File: config.mk
export PLATFORM = sky130hd
export DESIGN_NAME = sevenseg_scan
export DESIGN_NICKNAME = d
export VERILOG_FILES = /design/src/rtl/sevenseg_pkg.sv /design/src/rtl/sevenseg_decode.sv /design/src/rtl/sevenseg_scan.sv
export SDC_FILE = /design/constraint.sdc
export NUM_CORES = 1
export LEC_CHECK = 0
export CAP_MARGIN = 20
export CORE_MARGIN = 2
export CORE_UTILIZATION = 40
export CTS_CLUSTER_DIAMETER = 150
export CTS_CLUSTER_SIZE = 40
export DETAILED_ROUTE_END_ITERATION = 7
export PLACE_DENSITY = 0.62
export SKIP_CTS_REPAIR_TIMING = 1
export SLEW_MARGIN = 20
export SYNTH_ARGS = -nofsm -noshare
export SYNTH_HDL_FRONTEND = slang
export SYNTH_SLANG_ARGS = --single-unit
export TNS_END_PERCENT = 5
File: constraint.sdc
create_clock -name clk -period 2.3 [get_ports clk]
set_clock_uncertainty 0.15 [all_clocks]
set_input_delay 0.46 -clock clk [delete_from_list [all_inputs] [get_ports clk]]
set_output_delay 0.46 -clock clk [all_outputs]
set_load 0.02 [all_outputs]
File: src/rtl/sevenseg_pkg.sv
// Shared segment encodings and hex decode for the multiplexed seven-segment driver.
// Segment patterns are active-low, ordered {g,f,e,d,c,b,a}.
package sevenseg_pkg;

  localparam logic [6:0] SEG_0 = 7'h40;
  localparam logic [6:0] SEG_1 = 7'h79;
  localparam logic [6:0] SEG_2 = 7'h24;
  localparam logic [6:0] SEG_3 = 7'h30;
  localparam logic [6:0] SEG_4 = 7'h19;
  localparam logic [6:0] SEG_5 = 7'h12;
  localparam logic [6:0] SEG_6 = 7'h02;
  localparam logic [6:0] SEG_7 = 7'h78;
  localparam logic [6:0] SEG_8 = 7'h00;
  localparam logic [6:0] SEG_9 = 7'h10;
  localparam logic [6:0] SEG_A = 7'h08;
  localparam logic [6:0] SEG_B = 7'h03;
  localparam logic [6:0] SEG_C = 7'h46;
  localparam logic [6:0] SEG_D = 7'h21;
  localparam logic [6:0] SEG_E = 7'h06;
  localparam logic [6:0] SEG_F = 7'h0E;
  localparam logic [6:0] SEG_BLANK = 7'h7F;

  function automatic logic [6:0] hex_to_seg(input logic [3:0] nibble);
    case (nibble)
      4'h0:    hex_to_seg = SEG_0;
      4'h1:    hex_to_seg = SEG_1;
      4'h2:    hex_to_seg = SEG_2;
      4'h3:    hex_to_seg = SEG_3;
      4'h4:    hex_to_seg = SEG_4;
      4'h5:    hex_to_seg = SEG_5;
      4'h6:    hex_to_seg = SEG_6;
      4'h7:    hex_to_seg = SEG_7;
      4'h8:    hex_to_seg = SEG_8;
      4'h9:    hex_to_seg = SEG_9;
      4'hA:    hex_to_seg = SEG_A;
      4'hB:    hex_to_seg = SEG_B;
      4'hC:    hex_to_seg = SEG_C;
      4'hD:    hex_to_seg = SEG_D;
      4'hE:    hex_to_seg = SEG_E;
      default: hex_to_seg = SEG_F;
    endcase
  endfunction

endpackage

File: src/rtl/sevenseg_decode.sv
// Combinational nibble-to-segment decoder with a blank override.
module sevenseg_decode
  import sevenseg_pkg::*;
(
  input  logic [3:0] nibble,
  input  logic       blank,
  output logic [6:0] seg
);

  assign seg = blank ? SEG_BLANK : hex_to_seg(nibble);

endmodule

File: src/rtl/sevenseg_scan.sv
// Multiplexed N-digit common-anode display scanner with frame-synchronous value
// latching, anti-ghosting guard cycles, leading-zero blanking and scan enable.
module sevenseg_scan
  import sevenseg_pkg::*;
#(
  parameter int N_DIGITS    = 4,
  parameter int REFRESH_DIV = 100000,
  parameter int GUARD       = 2,
  localparam int IW = (N_DIGITS > 1) ? $clog2(N_DIGITS) : 1
) (
  input  logic                  clk,
  input  logic                  reset,
  input  logic [4*N_DIGITS-1:0] value,
  input  logic [N_DIGITS-1:0]   dp,
  input  logic                  load,
  input  logic                  blank_lz,
  input  logic                  enable,
  output logic [N_DIGITS-1:0]   anode,
  output logic [7:0]            catode,
  output logic [IW-1:0]         digit_idx
);

  localparam int CW = $clog2(REFRESH_DIV);

  logic [CW-1:0]         cnt_reg, cnt_next;
  logic [IW-1:0]         idx_reg, idx_next;
  logic [4*N_DIGITS-1:0] pend_value_reg, frame_value_reg;
  logic [N_DIGITS-1:0]   pend_dp_reg, frame_dp_reg;
  logic [N_DIGITS-1:0]   anode_reg, anode_next;
  logic [7:0]            catode_reg, catode_next;
  logic [IW-1:0]         digit_idx_reg;
  logic                  slot_end, frame_end;
  logic [N_DIGITS-1:0]   blank_mask;
  logic [3:0]            cur_nibble;
  logic                  cur_blank, cur_dp;
  logic [6:0]            cur_seg;

  always_comb begin
    slot_end  = (cnt_reg == CW'(REFRESH_DIV - 1));
    frame_end = slot_end && (idx_reg == IW'(N_DIGITS - 1));
    cnt_next  = slot_end ? '0 : cnt_reg + CW'(1);
    idx_next  = idx_reg;
    if (slot_end) idx_next = frame_end ? '0 : idx_reg + IW'(1);
  end

  // Digit k is a leading zero when it and every more significant nibble are zero.
  assign blank_mask[0] = 1'b0;
  generate
    for (genvar gi = 1; gi < N_DIGITS; gi++) begin : g_blank
      assign blank_mask[gi] = blank_lz & ~(|frame_value_reg[4*N_DIGITS-1:4*gi]);
    end
  endgenerate

  always_comb begin
    cur_nibble = frame_value_reg[4*idx_reg +: 4];
    cur_blank  = blank_mask[idx_reg];
    cur_dp     = frame_dp_reg[idx_reg];
  end

  sevenseg_decode u_decode (
    .nibble (cur_nibble),
    .blank  (cur_blank),
    .seg    (cur_seg)
  );

  always_comb begin
    anode_next  = '1;
    catode_next = 8'hFF;
    if (enable) begin
      catode_next = {~cur_dp, cur_seg};
      if (cnt_reg >= CW'(GUARD)) anode_next = ~(N_DIGITS'(1) << idx_reg);
    end
  end

  always_ff @(posedge clk or negedge reset) begin
    if (!reset) begin
      cnt_reg         <= '0;
      idx_reg         <= '0;
      pend_value_reg  <= '0;
      pend_dp_reg     <= '0;
      frame_value_reg <= '0;
      frame_dp_reg    <= '0;
      anode_reg       <= '1;
      catode_reg      <= 8'hFF;
      digit_idx_reg   <= '0;
    end else begin
      if (load) begin
        pend_value_reg <= value;
        pend_dp_reg    <= dp;
      end
      if (enable) begin
        cnt_reg <= cnt_next;
        idx_reg <= idx_next;
        // Frame takes the pending value held before this edge, so a load on
        // the wrap edge waits one more frame.
        if (frame_end) begin
          frame_value_reg <= pend_value_reg;
          frame_dp_reg    <= pend_dp_reg;
        end
      end
      anode_reg     <= anode_next;
      catode_reg    <= catode_next;
      digit_idx_reg <= idx_reg;
    end
  end

  assign anode     = anode_reg;
  assign catode    = catode_reg;
  assign digit_idx = digit_idx_reg;

endmodule

Yosys cells after proc, flatten, opt, wreduce, memory -nomap -nowiden
Memory sizes are Yosys's and may differ from the RTL's.
Index checks and enable logic that the tools add are counted.
- register bits: 73
- memory bits (read-only): 112
- memories: 1
- output and inout port bits: 14
- $lt $le $gt $ge: 2
- muxes and demuxes: 10
- add/sub/neg operators: 2
- bitwise gates (word level): 8
- shifts and indexed selects: 2
- reductions and logical operators: 6
- equality and inequality tests: 2
- memories (memory ; words ; bits a word ; rd ports ; clocked after memory_dff ; write ports ; RTL line ; source):
    (name not given) ; 16 ; 7 ; 1 ; 0 ; 0 ; sevenseg_pkg.sv:24 ; case (nibble)
- operators by type and width (kind ; number):
    adder 17 x 1 -> 17 bit, second input constant ; 1
    equality test 17 bit, second input constant ; 1
    >= comparator 17 x 2 -> 1 bit, second input constant ; 1
    2-to-1 mux 17 bit ; 1
    indexed part select 16 x 5 -> 4 bit ; 1
    OR reduction 12 bit ; 1
    2-to-1 mux 4 bit ; 2
    2-to-1 mux 8 bit ; 1
    OR reduction 8 bit ; 1
    2-to-1 mux 7 bit ; 1
    binary-select mux 1 bit (select 2 bit) ; 2
    NOT 1 bit ; 4
    NOT 4 bit ; 1
    AND reduction 2 bit ; 2
    OR reduction 4 bit ; 1
    << shifter 1 x 2 -> 4 bit, first input constant ; 1
    bitwise AND 1 bit ; 3
    less-than comparator 2 x 3 -> 1 bit, second input constant ; 1
    adder 2 x 1 -> 2 bit, second input constant ; 1
    equality test 2 bit, second input constant ; 1
    2-to-1 mux 1 bit ; 2
    2-to-1 mux 2 bit ; 1
    logical AND 1 bit ; 1

Depth between registers and ports, before layout
Gate-level depths: netlist of run 1.
- depth in word-level cells: 7
- mapped depth: 8
- depth with buffers taken out: 6

By module
Synthesis of run 1 repeated with hierarchy kept, for this count alone.
- cells, all modules: 263
- area, all modules: 3445.8 um^2
- by module, submodules not included (module ; area each (um^2) ; instances ; cells an instance):
    sevenseg_scan ; 3146.8 ; 1 ; 228
    sevenseg_decode ; 299.0 ; 1 ; 35

Least setup slack after synthesis of run 1
No wires, ideal clock.
- path kind: flip-flop to flip-flop
- start: register idx_reg[1]
- end: register catode_reg[3] (netlist: catode[3])
- library setup time: 0.092 ns
- path slack: -0.098 ns
- clock period less this slack: 2.398 ns
- data arrival time: 2.156 ns
- cell stages (with the launch flop): 8
- data required time: 2.058 ns
- path through: dfrtp_1 clkbuf_1 mux4_2 inv_1 ha_1 inv_1 mux4_2 nand2b_1
- cells in the longest elaborated chain, start to end: 4
- ends and longest elaborated chain (element ; RTL line ; source):
    start: declaration ; sevenseg_scan.sv:26 ; logic [IW-1:0] idx_reg, idx_next;
    start signal: assignment ; sevenseg_scan.sv:93 ; idx_reg <= idx_next;
    indexed part select 16 x 5 -> 4 bit or binary-select mux 1 bit (select 2 bit) (tied branches) ; sevenseg_scan.sv:55, sevenseg_scan.sv:56 ;
    memory (16 x 7 bit) or 2-to-1 mux 1 bit (tied branches) ; n/a ;
    2-to-1 mux 7 bit (*) ; sevenseg_decode.sv:10 ; assign seg = blank ? SEG_BLANK : hex_to_seg(nibble);
    2-to-1 mux 8 bit (*) ; sevenseg_scan.sv:69 ; if (enable) begin
    via catode_next[3] ; sevenseg_scan.sv:30 ; logic [7:0] catode_reg, catode_next;
    end signal: assignment ; sevenseg_scan.sv:102 ; catode_reg <= catode_next;
    end: declaration ; sevenseg_scan.sv:30 ;
The timed path passes the listed nets; every way through them passes the cells marked *. The select of a mux whose other input is x is not followed.
A chain may end at the register's enable or synchronous reset.

Final worst setup path of run 1
- start: register cnt_reg[8]
- end: register frame_value_reg[11]
- cells in the longest elaborated chain, start to end: 3
- ends and longest elaborated chain (element ; RTL line ; source):
    start: declaration ; sevenseg_scan.sv:25 ; logic [CW-1:0] cnt_reg, cnt_next;
    start signal: assignment ; sevenseg_scan.sv:92 ; cnt_reg <= cnt_next;
    equality test 17 bit ; sevenseg_scan.sv:39 ; slot_end = (cnt_reg == CW'(REFRESH_DIV - 1));
    logical AND 1 bit ; sevenseg_scan.sv:40 ; frame_end = slot_end && (idx_reg == IW'(N_DIGITS - 1));
    AND reduction 2 bit (no line) ; n/a ;
    end signal: assignment ; sevenseg_scan.sv:97 ; frame_value_reg <= pend_value_reg;
    end: declaration ; sevenseg_scan.sv:27 ; logic [4*N_DIGITS-1:0] pend_value_reg, frame_value_reg;
No other way between the ends.

==> flow_summary.ini, run 1 <==
[run_status]
status = finished with violations
violations = negative hold slack

[worst_hold_path]
holdCritPathClass = in -> async

[layout]
area_growth_pct = 24.7
final-seq-area_um2 = 1840
largest_reg_flops = 17
nNetsFinal = 349
instances_no_fill = 422
fin_util = 0.513
fillers = 737
n_antenna_cell = 0
drive_gt1_frac = 0.315
multi_input_area_um2 = 1460

[routing]
drt-initial-drc-count = 87
num_vias = 2053
drt_drc_violations_left = 0
drt_wl_total_mm = 5.83
via_per_inst = 4.86
avgRoutedWirePerCell_um = 13.8
drt_pre_antenna_iters = 6
ant_nets = 0

[cts]
clockBufferDepth = 2
cts_buffers = 9
h-tree-depth = 3
cts_sinks = 73
clkLatencyLatePin_ns = 0.35
cts_root_buffer = clkbuf_8
cts_tree = yes
clk_pin_slew_ns = 0.08

[setup_path]
crit_required_ns = 2.39
endpoint_kind = flip-flop
arrival_ns = 2.27
worst-path-buf-inv = 0
slowest_stage = or3_1
rrSetupSlack_ns = 0.12
critPathMaxFanout = 10
path_delay_family = simple AND/OR/NAND/NOR gates
critPathLaunchType = flip-flop
cpPeakStageDelay_ns = 0.43
crit_chain = or3_1, nor4_4, and3_4, nand2_8, mux2_4
crit_type = reg -> reg

[power_and_ir_drop]
pwr-share-seq = 0.500
p_comb_frac = 0.119
ir_drop_mv = 0.388
cellLeakagePower_nw = 1.85
total_power_w = 0.00295
netSwitchingPower_w = 0.000726
clkPwrFrac = 0.382
internal_power_w = 0.00223
switching_share = 0.246
power_density_nw_per_um2 = 700

[sta]
min_period_over_period = 0.948
hold_viol = 56
setup_viol = 0
rsz0062_at_grt = false
fmax_mhz = 459
timing.hold.ws_ns = -0.0327
finalSetupTns_ns = 0
max_slew.worst_pin.slew_ns = 0.497
relSlewSlack = 0.669
drv_slew = 0
fin_crit_ns = 2.18

[synthesis]
yosysWarnings = 0
yosys-top-cells-area = dfrtp_1, dfstp_2, mux2_4
synthCells = 255
synth_area_leader_cell = dfrtp_1
synthDominantCellAreaShare = 0.452
syn_avg_cell_area_um2 = 13.3
ys.flop_type = dfrtp_1
synth-edff-count = 0
synth_cell_types = 36
ys_seq_area_frac = 0.545
ys_async_sr_fraction = 1.00
syn_nets = 292
ys_ff_latch = 73
syn_area_um2 = 3380

[floorplan]
dieArea_um2 = 9200
die_y_um = 95.9
io_pins = 39
die_w_um = 95.9
std_cell_rows = 33
coreArea_um2 = 8220
start_util = 0.411

[place]
port_buffers = 38
routabilityCongestion = 0.862
dp_hpwl_mm = 4.04
dp_cells = 405

[global_routing]
grt_pass1_wl_mm = 10.1
antenna_found_initial = 0
grt_pass1_vias = 2037
grt_max_degree = 74
gr-total-overflow = 0
grt.total_usage = 0.149

[job]
maxCapViolations = 0
[logic make-up (layout without fill, tap and decap cells)]
| group | Yosys count | after routing | share of synthesized area |
|---|---|---|---|
| muxes | 47 | 47 | 0.198 |
| DFF | 73 | 73 | 0.545 |
| AOI/OAI and AO/OA | 18 | 18 | 0.0333 |
| buffers and inverters | 19 | 80 | 0.0333 |
| and+or+nand+nor | 72 | 73 | 0.110 |
| xor gates and xnor gates | 14 | 14 | 0.0363 |
| adders and majority gates | 12 | 12 | 0.0444 |
[per-stage QoR]
stage / setup slack (ns) / area, um^2
floorplan: -0.00632 / 3380
global placement: -0.0366 / 3950
detailed placement: -0.0767 / 3950
CTS: -0.102 / 4180
global route: 0.0391 / 4220
finish: 0.119 / 4220
[synthesized netlist by cell type, types with 7 or more instances]
cell	number
mux2_2	20
xnor2_1	10
clkbuf_1	7
dfrtp_1	61
nand2_1	21
mux2_4	20
ha_1	12
nand3_1	9
nor2_1	16
inv_1	8
dfstp_2	12
[final timing paths]
check                                       start  cells past startpoint                               to
max in group asynchronous                   reset                      2              catode[3]$_DFF_PN1_
hold reg to reg            cnt_reg[8]$_DFFE_PN0P_                      1           cnt_reg[8]$_DFFE_PN0P_
hold / removal                              reset                      2       pend_dp_reg[0]$_DFFE_PN0P_
setup / recovery           cnt_reg[8]$_DFFE_PN0P_                      5  frame_value_reg[11]$_DFFE_PN0P_
min in group clk           cnt_reg[8]$_DFFE_PN0P_                      1           cnt_reg[8]$_DFFE_PN0P_
setup reg to reg           cnt_reg[8]$_DFFE_PN0P_                      5  frame_value_reg[11]$_DFFE_PN0P_
[cell type report]
| type | instances | share of cell area |
|---|---|---|
| clock inverters | 6 | 0.0214 |
| well taps | 105 | 0.0312 |
| inverters | 8 | 0.00712 |
| multi-input cells | 164 | 0.346 |
| repair buffers | 56 | 0.124 |
| clock buffers | 10 | 0.0327 |
| flip-flops and latches | 73 | 0.437 |
[cells in the final DEF, fill, tap and decap left out, types with 2 or more instances in the layout]
cell             count
mux4_2               6
buf_4               17
dfrtp_1             60
bufinv_16            2
mux2_2              20
nand3_1              9
dfstp_2             12
inv_1                8
ha_1                12
o221ai_1             2
nand2_1             21
nor2_1              16
o21ai_0              6
a31oi_1              2
nand4_1              4
o211ai_1             4
nor3_1               3
mux2_4              20
or3_1                3
clkbuf_8            10
nand2b_1             4
clkdlybuf4s50_1     37
a21oi_1              3
xnor2_1             10
xor2_1               4
nand2_8              2
nor4_1               4
[layer usage]
layer,track usage,part of all wire,vias up
met4,0.0679,0.021,0
met5,0,0,-
li1,-,-,1014
met3,0.0423,0.041,12
met2,0.226,0.45,45
met1,0.199,0.48,982
[power groups by stage]
stage | Combinational, W | Sequential, W | Clock (W)
2_1_floorplan | 0.000191 | 0.00149 | 0
3_3_place_gp | 0.000347 | 0.00150 | 0
3_5_place_dp | 0.000356 | 0.00150 | 0
4_1_cts | 0.000358 | 0.00148 | 0.00116
5_1_grt | 0.000398 | 0.00149 | 0.00122
6_report | 0.000350 | 0.00147 | 0.00113
No activity file was read; power rests on OpenSTA's default activity.
==> run 2, diff against run 1 <==
Settings changed: CORE_UTILIZATION 40 to 50, PLACE_DENSITY 0.62 to 0.74.
==> flow_summary.ini, run 2 (synthesis gave the netlist of run 1 again) <==
[layout]
n_antenna_cell = 0
nNetsFinal = 354
area_growth_pct = 24.8
layout.cells.most_common = dfrtp_1
mostFrequentLayoutCells = dfrtp_1, clkdlybuf4s50_1, nand2_1
fillers = 489
drive_gt1_frac = 0.320
instances_no_fill = 399
final-seq-area_um2 = 1840
multi_input_area_um2 = 1500
fin_area_um2 = 4220
largest_reg_flops = 17
fin_util = 0.653

[routing]
drt_wl_total_mm = 6.36
avgRoutedWirePerCell_um = 15.9
num_vias = 2138
drt-initial-drc-count = 127
via_per_inst = 5.36
drt_drc_violations_left = 0
drt_pre_antenna_iters = 4
ant_nets = 0

[cts]
cts_sinks = 73
clkLatencyLatePin_ns = 0.35
cts_buffers = 9
clockBufferDepth = 2
cts_tree = yes
cts_root_buffer = clkbuf_8
clk_pin_slew_ns = 0.08
h-tree-depth = 3

[floorplan]
std_cell_rows = 29
die_w_um = 86.2
coreArea_um2 = 6460
io_pins = 39
die_y_um = 86.2
start_util = 0.523
dieArea_um2 = 7440

[place]
dp_cells = 379
place_area_um2 = 3930
port_buffers = 38
dp_hpwl_mm = 4.29
routabilityCongestion = 0.828

[setup_path]
crit_required_ns = 2.39
crit_type = reg -> reg
crit_start = cnt_reg[8]$_DFFE_PN0P_
rrSetupSlack_ns = 0.07
worstRegToRegCells = 5
endpoint = frame_dp_reg[0]$_DFFE_PN0P_
critPathMaxFanout = 5
arrival_ns = 2.32
rr_startpoint = cnt_reg[8]$_DFFE_PN0P_
rr_endpoint = frame_dp_reg[0]$_DFFE_PN0P_
endpoint_kind = flip-flop
critPathLaunchType = flip-flop

[global_routing]
grt_pass1_wl_mm = 10.4
grt_pass1_vias = 2221
gr-total-overflow = 0
antenna_found_initial = 0
grt_max_degree = 34
grt.total_usage = 0.185

[sta]
relSlewSlack = 0.444
timing.hold.ws_ns = 0.356
hold_viol = 0
fin_crit_ns = 2.23
setup_viol = 0
fmax_mhz = 448
max_slew.worst_pin.slew_ns = 0.834
min_period_over_period = 0.971
rsz0062_at_grt = false
drv_slew = 0

[run_status]
status = finished, final reports clean

[job]
maxCapViolations = 0

[power_and_ir_drop]
power_density_nw_per_um2 = 676
ir_drop_mv = 0.438
cellLeakagePower_nw = 1.85

[worst_hold_path]
holdCritPathClass = reg -> reg
==> run 2: changes by cell type in the layout (fill, tap and decap cells not counted), sizes merged <==
cell         before  now
buf              19   21
nand2            23   25
bufinv            2    1
clkbuf           10    9
clkinv            2    3
dlygate4sd3       0    1
inv               9   10
==> run 2: worst max-delay path, stage by stage, from the launching register on <==
cell and delay (ns):
dfrtp_1 0.41, or3_1 0.43, nor4_4 0.29, and3_4 0.39, nand2_8 0.11, mux2_4 0.34
==> run 2: worst min path at each step <==
stage / start / to / slack, ns / cells after the start
floorplan: reset / cnt_reg[0]$_DFFE_PN0P_ / 0.01 / 0
global placement: reset / cnt_reg[5]$_DFFE_PN0P_ / 0.33 / 1
detailed placement: reset / cnt_reg[5]$_DFFE_PN0P_ / 0.33 / 1
CTS: reset / cnt_reg[6]$_DFFE_PN0P_ / -0.05 / 1
global route: cnt_reg[8]$_DFFE_PN0P_ / cnt_reg[8]$_DFFE_PN0P_ / 0.37 / 1
finish: pend_value_reg[7]$_DFFE_PN0P_ / frame_value_reg[7]$_DFFE_PN0P_ / 0.36 / 1
==> run 2: per-stage QoR <==
| stage | setup slack (ns) | power, W | setup TNS (ns) |
|---|---|---|---|
| global route | 0.00770 | 0.00299 | 0 |
| finish | 0.0661 | 0.00285 | 0 |
| CTS | -0.0930 | 0.00287 | -1.60 |
| detailed placement | -0.0779 | 0.00185 | -1.43 |
| floorplan | -0.00632 | 0.00168 | -0.126 |
| global placement | -0.0234 | 0.00184 | -0.451 |
==> run 2: cell type report <==
cell class	instances	area share
sequential	73	0.437
multi-input combinational	166	0.356
timing repair buffer	59	0.130
clock buffer	9	0.0294
tap	77	0.0228
clock inverter	7	0.0184
inverter	8	0.00712
==> run 2: layer usage <==
layer | track usage | routed length [um]
met5 | 0 | 0
met4 | 0.0938 | 108
met3 | 0.0429 | 235
met2 | 0.283 | 3130
met1 | 0.249 | 2890
==> run 2: where the power goes <==
part | switching, W | total [W] | internal (W)
combinational | 0.000161 | 0.000356 | 0.000195
sequential | 0.0000843 | 0.00147 | 0.00139
clock | 0.000512 | 0.00102 | 0.000510
total | 0.000758 | 0.00285 | 0.00209
==> run 3, diff against run 2 <==
Settings changed: SLEW_MARGIN 20 to 25.
==> results of run 3 <==
Final layout, timing and power as in run 2 (identical DEF).
